===== src/rtl/l1_mem_responder_pkg.sv =====
// ============================================================================
// Module      : l1_mem_responder_pkg
// Description : Shared constants for the L1 data-cache memory responder:
//               line/word geometry, FSM state encodings, MMIO window and the
//               poison word returned on an MMIO timeout.
// Revision    : 1.0 - initial release
// ============================================================================
`timescale 1ns/1ps
`default_nettype none

package l1_mem_responder_pkg;

  // Geometry shared with the L1 dcache
  localparam int WORD_W           = 32;
  localparam int DEF_LINE_WORDS   = 8;
  localparam int DEF_LINE_W       = DEF_LINE_WORDS * WORD_W;

  // Cycles an MMIO access may wait for mmio_ack before it is force-completed
  localparam int DEF_MMIO_TIMEOUT = 255;

  // Read data handed back when an MMIO device never answers
  localparam logic [WORD_W-1:0] MMIO_POISON = 32'hDEADBEEF;

  // Uncached window: every address whose top nibble is 0xF
  localparam logic [WORD_W-1:0] MMIO_BASE = 32'hF000_0000;
  localparam logic [WORD_W-1:0] MMIO_MASK = 32'hF000_0000;

  // Responder FSM encodings
  localparam int         ST_W       = 3;
  localparam logic [2:0] ST_IDLE    = 3'd0;
  localparam logic [2:0] ST_LINE_RD = 3'd1;
  localparam logic [2:0] ST_LINE_WR = 3'd2;
  localparam logic [2:0] ST_MMIO    = 3'd3;
  localparam logic [2:0] ST_RESP    = 3'd4;

endpackage : l1_mem_responder_pkg

`default_nettype wire


===== src/rtl/mmio_addr.sv =====
// ============================================================================
// Module      : mmio_addr
// Description : Address classifier shared by the L1 path: flags a byte
//               address as belonging to the uncached MMIO window.
// Revision    : 1.0 - initial release
// ============================================================================
`timescale 1ns/1ps
`default_nettype none

module mmio_addr
  import l1_mem_responder_pkg::*;
(
  input  logic [WORD_W-1:0] addr,
  output logic              is_mmio
);

  // Masked compare keeps the window definition entirely in the package
  assign is_mmio = ((addr & MMIO_MASK) == MMIO_BASE);

endmodule : mmio_addr

`default_nettype wire


===== src/rtl/l1_mem_responder.sv =====
// ============================================================================
// Module      : l1_mem_responder
// Description : Memory-side responder for L1 dcache misses and flushes.
//               Line fills and writebacks are split into word beats on the
//               memory port; MMIO words go out as one access on the MMIO port
//               with a timeout. Every request ends with a one-cycle done.
// Revision    : 1.0 - initial release
// ============================================================================
`timescale 1ns/1ps
`default_nettype none

module l1_mem_responder
  import l1_mem_responder_pkg::*;
#(
  parameter int LINE_WORDS   = DEF_LINE_WORDS,
  parameter int MMIO_TIMEOUT = DEF_MMIO_TIMEOUT
) (
  input  logic                         sys_clk,
  input  logic                         rst_n,
  // L1 dcache side
  input  logic                         l1_mmu_req_read,
  input  logic                         l1_mmu_req_write,
  input  logic [WORD_W-1:0]            l1_mmu_req_addr,
  input  logic [LINE_WORDS*WORD_W-1:0] l1_mmu_write_data,
  output logic                         mmu_l1_done,
  output logic [LINE_WORDS*WORD_W-1:0] mmu_l1_read_data,
  // word memory port
  output logic                         mem_req,
  output logic                         mem_we,
  output logic [WORD_W-1:0]            mem_addr,
  output logic [WORD_W-1:0]            mem_wdata,
  input  logic                         mem_ack,
  input  logic [WORD_W-1:0]            mem_rdata,
  // MMIO port
  output logic                         mmio_req,
  output logic                         mmio_we,
  output logic [WORD_W-1:0]            mmio_addr,
  output logic [WORD_W-1:0]            mmio_wdata,
  input  logic                         mmio_ack,
  input  logic [WORD_W-1:0]            mmio_rdata
);

  localparam int LINE_W = LINE_WORDS * WORD_W;
  localparam int BEAT_W = $clog2(LINE_WORDS);
  localparam int TMO_W  = $clog2(MMIO_TIMEOUT + 1);

  localparam logic [BEAT_W-1:0] LAST_BEAT = BEAT_W'(LINE_WORDS - 1);
  localparam logic [TMO_W-1:0]  TMO_LAST  = TMO_W'(MMIO_TIMEOUT - 1);

  logic [ST_W-1:0]   r_state;
  logic [WORD_W-1:0] r_addr;
  logic [LINE_W-1:0] r_wdata;
  logic              r_we;
  logic [BEAT_W-1:0] r_beat;
  logic [TMO_W-1:0]  r_tmo;
  logic [LINE_W-1:0] r_rdata;

  logic              w_is_mmio;
  logic              w_req;
  logic              w_tmo_hit;

  // Classify the incoming address; only consulted while IDLE
  mmio_addr u_mmio_addr (
    .addr    (l1_mmu_req_addr),
    .is_mmio (w_is_mmio)
  );

  assign w_req     = l1_mmu_req_read | l1_mmu_req_write;
  assign w_tmo_hit = (r_tmo == TMO_LAST);

  // Downstream strobes are pure state decodes, so reset drops them on the same edge
  assign mem_req     = (r_state == ST_LINE_RD) || (r_state == ST_LINE_WR);
  assign mem_we      = (r_state == ST_LINE_WR);
  assign mem_addr    = {r_addr[WORD_W-1:BEAT_W+2], r_beat, 2'b00};
  assign mem_wdata   = r_wdata[r_beat*WORD_W +: WORD_W];
  assign mmio_req    = (r_state == ST_MMIO);
  assign mmio_we     = (r_state == ST_MMIO) && r_we;
  assign mmio_addr   = r_addr;
  assign mmio_wdata  = r_wdata[WORD_W-1:0];
  assign mmu_l1_done = (r_state == ST_RESP);
  assign mmu_l1_read_data = r_rdata;

  // Request sequencing: accept in IDLE, step beats on mem_ack, wait/time out on MMIO
  always_ff @(posedge sys_clk) begin
    if (!rst_n) begin
      r_state <= ST_IDLE;
      r_addr  <= '0;
      r_wdata <= '0;
      r_we    <= 1'b0;
      r_beat  <= '0;
      r_tmo   <= '0;
    end else begin
      case (r_state)
        ST_IDLE: begin
          if (w_req) begin
            r_addr  <= l1_mmu_req_addr;
            r_wdata <= l1_mmu_write_data;
            r_we    <= l1_mmu_req_write;
            r_beat  <= '0;
            r_tmo   <= '0;
            if (w_is_mmio)            r_state <= ST_MMIO;
            else if (l1_mmu_req_write) r_state <= ST_LINE_WR;
            else                      r_state <= ST_LINE_RD;
          end
        end
        ST_LINE_RD, ST_LINE_WR: begin
          if (mem_ack) begin
            r_beat <= r_beat + 1'b1;
            if (r_beat == LAST_BEAT) r_state <= ST_RESP;
          end
        end
        ST_MMIO: begin
          // A real ack wins over a timeout landing in the same cycle
          if (mmio_ack || w_tmo_hit) r_state <= ST_RESP;
          else                       r_tmo   <= r_tmo + 1'b1;
        end
        ST_RESP: r_state <= ST_IDLE;
        default: r_state <= ST_IDLE;
      endcase
    end
  end

  // Fill line: written only by read beats and MMIO read completion, so writes leave it intact
  always_ff @(posedge sys_clk) begin
    if (!rst_n) begin
      r_rdata <= '0;
    end else if ((r_state == ST_LINE_RD) && mem_ack) begin
      r_rdata[r_beat*WORD_W +: WORD_W] <= mem_rdata;
    end else if ((r_state == ST_MMIO) && !r_we) begin
      if (mmio_ack)       r_rdata <= {{(LINE_W-WORD_W){1'b0}}, mmio_rdata};
      else if (w_tmo_hit) r_rdata <= {{(LINE_W-WORD_W){1'b0}}, MMIO_POISON};
    end
  end

endmodule : l1_mem_responder

`default_nettype wire


===== config.mk =====
export PLATFORM = sky130hd
export DESIGN_NAME = l1_mem_responder
export DESIGN_NICKNAME = d
export VERILOG_FILES = /design/src/rtl/l1_mem_responder_pkg.sv /design/src/rtl/mmio_addr.sv /design/src/rtl/l1_mem_responder.sv
export SDC_FILE = /design/constraint.sdc
export NUM_CORES = 1
export LEC_CHECK = 0
export ABC_AREA = 1
export BUFFER_PORTS_ARGS = -buffer_cell sky130_fd_sc_hd__buf_2
export CORE_AREA = 4 4 290 292
export CTS_BUF_LIST = sky130_fd_sc_hd__clkbuf_8
export DETAILED_ROUTE_END_ITERATION = 16
export DIE_AREA = 0 0 294 296
export PLACE_DENSITY = 0.59
export SYNTH_ARGS = -nofsm -noshare
export SYNTH_HDL_FRONTEND = slang
export SYNTH_SLANG_ARGS = --single-unit

===== constraint.sdc =====
create_clock -name sys_clk -period 8.1 [get_ports sys_clk]
set_clock_uncertainty 0.1 [all_clocks]
set_input_delay 0.81 -clock sys_clk [delete_from_list [all_inputs] [get_ports sys_clk]]
set_output_delay 0.81 -clock sys_clk [all_outputs]
set_load 0.02 [all_outputs]

Word-level counts from Yosys, hierarchy flattened
Index checks and enable logic that the tools add are counted.
Cells by class
  equality and inequality tests: 12
  add/sub/neg operators: 3
  reduce and logical (&&, ||, !) cells: 17
  shifts and indexed selects: 3
  mux-type cells: 18
  bitwise operators: 1
Operators by type and width (number)
  $mux W256: 4
  $bwmux W256: 1
  $shift A32 B34 Y256 const A: 1
  $shiftx A256 B9 Y32: 1
  $shiftx A32 B34 Y256: 1
  $neg A8 Y34: 1
  $mux W3: 6
  $mux W8: 2
  $pmux W8 S2: 1
  $pmux W3 S3: 1
  $add A8 B1 Y8 const B: 1
  $eq A8 B8 Y1 const B: 1
  $ne A2 B2 Y1 const B: 4
  $eq A3 B2 Y1 const B: 2
  $eq A3 B3 Y1 const B: 2
  $pmux W3 S2: 1
  $reduce_and A3 Y1: 2
  $reduce_bool A2 Y1: 3
  $eq A4 B4 Y1 const B: 1
  $mux W2: 2
  $reduce_and A2 Y1: 2
  $reduce_and A4 Y1: 1
  $add A3 B1 Y3 const B: 1
  $eq A3 B1 Y1 const B: 1
  8 further kinds: 11
Storage, ports and cells
  input port bits: 358
  logic and storage cells: 61
  output and inout bits: 389
  register bits after elaboration: 559

Logic depth before layout (Yosys ltp)
  depth after elaboration: 5
  mapped depth: 14
  mapped depth without buffers: 11

Hierarchy
From an unflattened synthesis, not the netlist that was laid out.
Second synthesis, totals
  cells, all modules: 3293
  area total of the unflattened synthesis: 23747.8 um2
By module, submodules not included
  l1_mem_responder: times used 1, seq. area each 11190.7 um2, area each 23736.5 um2, cells each 3290
  mmio_addr: times used 1, seq. area each 0.0 um2, area each 11.3 um2, cells each 3

Worst setup path after synthesis
OpenSTA, ideal clock, no wires.
  path kind: register -> output
  start: register r_beat[0]
  end: output port mem_wdata[0]
  required time: 7190 ps
  path slack: 5374 ps
  arrival time: 1816 ps
  buffers on the path: 3
  stages on the path, launching flop included: 6
  cell sequence: dfxtp_1 buf_2 buf_2 clkbuf_1 o21ai_0 a31oi_1
On the way
  longest elaborated chain between the ends: 1
RTL lines
  start: declaration: line l1_mem_responder.sv:54  | logic [BEAT_W-1:0] r_beat;
  start signal: assignment: line l1_mem_responder.sv:108  | r_beat <= r_beat + 1'b1;
  $shiftx A256 B9 Y32: line l1_mem_responder.sv:75  | assign mem_wdata = r_wdata[r_beat*WORD_W +: WORD_W];
  end: declaration: line l1_mem_responder.sv:31  | output logic [WORD_W-1:0] mem_wdata,
Every way passes these cells.

Final worst setup path
  start: register r_beat[0]
  end: output port mem_wdata[29]
The elaborated chain is that of the path after synthesis.

==> run_results.csv <==
group,metric,value,unit
status,status,"finished clean",
sta,finalSetupTns,0,ns
floorplanning,die_height,296,µm
cts,cts_buffers,98,
floorplanning,die_area,87000,µm²
critical_path,rr_worst_depth,10,
power,power_leakage,0.0132,µW
synth,syn_area,23700,µm²
synth,yosysSeqAreaShare,0.472,
power,power-per-cell-area,364,nW/µm²
routing,dr.pass1.iters,6,
finish,syn_to_final_growth,25.0,%
critical_path,start_kind,"flip-flop",
global_route,grt_max_degree,193,
sta,final.min_clock_period,4.55,ns
sta,hold_violations,0,
critical_path,crit_required,7.19,ns
finish,nFillCells,8892,
sta,slew_violations,0,
finish,final_cells,4990,
synth,synth.distinct_cells,27,
floorplanning,die-width,294,µm
global_route,antenna_found_initial,16,
synth,post-synth-top-count-cell,"a21oi_1",
routing,wl_per_cell,21.1,µm
placement,gp_congestion,0.920,
finish,nNetsFinal,4203,
sta,fmax,0.220,GHz
cts,clkTransAtPathRegs,0.06,ns
floorplanning,ios,747,
synth,synth_seq_cells,559,
routing,drc,0,
synth,syn_avg_cell_area,7.23,µm²
cts,clk_latency,0.69,ns
synth,synth_ff_type,"dfxtp_1",
placement,port_buffers,744,
synth,ys_warn_count,0,
cts,cts_resized,0,
synth,synth_largest_area_cell,"dfxtp_1",
finish,final-seq-area,11200,µm²
finish,layout-drive-gt1-share,0.240,
cts,cts_buffer_depth,3,
sta,finalCritPeriodShare,0.561,
synth,netlist_top_cells_area,"dfxtp_1 (47%), a21oi_1 (14%), o21ai_0 (9.8%)",
global_route,gr-usage-all-layers,0.228,
synth,synth-edff-count,0,
job,cap_viol_max_count,0,
synth,synth_common_cells,"a21oi_1 (647), dfxtp_1 (559), o21ai_0 (466), nand2_1 (393), inv_1 (385)",
routing,viasPerCell,4.84,
floorplanning,core,81600,µm²
min_path,hold_depth,3,
routing,vias,24100,
critical_path,crit_path_end_kind,"primary output",
power,ir_drop,0.305,mV
min_path,min_path_type,"in -> reg",
routing,drt_iter0_markers,1914,
placement,dp_cells,4806,
placement,dp_hpwl,77100,µm
global_route,grt_pass1_wl,149000,µm
synth,postSynthCellCount,3280,
cts,hold_buffers,0,
sta,rsz0062_at_grt,"no",
synth,async_reset_ff_frac,0,
sta,worst_slew_pin_slew,1.20,ns
critical_path,crit_type,"reg -> out",
floorplanning,rows,105,
finish,multi_input_area,9540,µm²
routing,antenna_left,0,
cts,root_buffer,"clkbuf_8",
critical_path,arrival,3.64,ns
cts,h-tree-depth,3,
sta,setup_violations,0,
synth,netlist.area_leader.share,0.472,
critical_path,crit_fanout,62,
cts,cts_setup_buffers,0,
cts,cts_tree,"done",
routing,drt-total-wl,105000,µm
floorplanning,initial_core_util,0.291,
global_route,first_global_vias,22500,
cts,clock-sinks,559,
sta,slew_headroom,0.199,
global_route,gr-total-overflow,0,
## path summary, 6_finish.rpt
| path | start | to | slack (ns) |
|---|---|---|---|
| setup / recovery | r_beat[0] | mem_wdata[29] | 3.55 |
| hold / removal | mem_rdata[26] | mmu_l1_read_data[154] | 0.28 |
| setup reg to reg | r_beat[0] | mmu_l1_read_data[129] | 4.29 |
| hold reg to reg | r_wdata[239] | r_wdata[239] | 0.34 |
## per-stage QoR
stage	setup slack (ns)	power (µW)	hold WS, ns	utilization	area [µm²]
2_1_floorplan	5.37	6560	0.320	-	23700
3_3_place_gp	4.22	8160	0.329	0.338	27600
3_5_place_dp	4.21	8190	0.333	0.338	27600
4_1_cts	3.42	10900	0.196	0.363	29600
5_1_grt	3.32	11500	0.236	0.363	29600
6_report	3.55	10800	0.280	0.363	29600
## registers in the layout, summed over array words and instances, names as in the netlist
signal and cells:
mmio_addr 32, mmu_l1_read_data 256, r_beat 3, r_state 3, r_tmo 8, r_wdata 256
r_we 1
## cell families (layout without fill, tap and decap cells)
family / Yosys count / in the layout / share of synthesized area
AOI/OAI and AO/OA: 1150 / 1150 / 0.245
and+or+nand+nor: 848 / 848 / 0.151
buffers and inverters: 711 / 1343 / 0.127
DFF: 559 / 559 / 0.472
adders and majority gates: 9 / 9 / 0.00475
xor gates and xnor gates: 2 / 2 / 0.000739
other: 1 / 9 / 0.000158
## per-layer routing
| metal | up-vias | wire length [µm] | GRT usage |
|---|---|---|---|
| li1 | 11900 | - | - |
| met5 | - | 89 | 0 |
| met3 | 224 | 8300 | 0.0568 |
| met1 | 11100 | 39900 | 0.258 |
| met2 | 957 | 51000 | 0.397 |
| met4 | 12 | 6140 | 0.124 |
## final cells by class
| type | instances | area share |
|---|---|---|
| repair buffers | 775 | 0.135 |
| well taps | 1070 | 0.0452 |
| diodes | 7 | 0.000591 |
| flip-flops and latches | 559 | 0.378 |
| clock buffers | 121 | 0.0562 |
| multi-input cells | 2011 | 0.322 |
| inverters | 391 | 0.0498 |
| clock inverters | 56 | 0.0134 |
## cell usage in the layout, fill, tap and decap left out, types with 3 or more instances in the layout
| master | n |
|---|---|
| dfxtp_1 | 557 |
| inv_2 | 5 |
| o21ai_0 | 466 |
| nand3_2 | 4 |
| nor2_1 | 178 |
| buf_12 | 4 |
| nor2_4 | 3 |
| ha_1 | 9 |
| inv_6 | 3 |
| a21oi_1 | 647 |
| clkbuf_8 | 121 |
| a31oi_1 | 32 |
| buf_2 | 743 |
| buf_4 | 27 |
| nand3_1 | 258 |
| inv_1 | 418 |
| clkinv_2 | 9 |
| bufinv_16 | 4 |
| o21ai_1 | 3 |
| nand4_1 | 5 |
| nand2_1 | 393 |
| diode_2 | 7 |
## power breakdown
group | leakage [µW] | internal, µW | switching (µW)
Clock | 0.00119 | 1490 | 1250
Sequential | 0.00458 | 3340 | 297
Combinational | 0.00744 | 1110 | 3320
Total | 0.0132 | 5940 | 4860
## critical path: stages, from the launching register on
cell and delay, ns:
dfxtp_4 0.50, inv_4 0.37, buf_4 0.44, buf_4 0.56, o21ai_0 0.25, a31oi_1 0.49
buf_2 0.32
No activity file was read; power rests on OpenSTA's default activity.
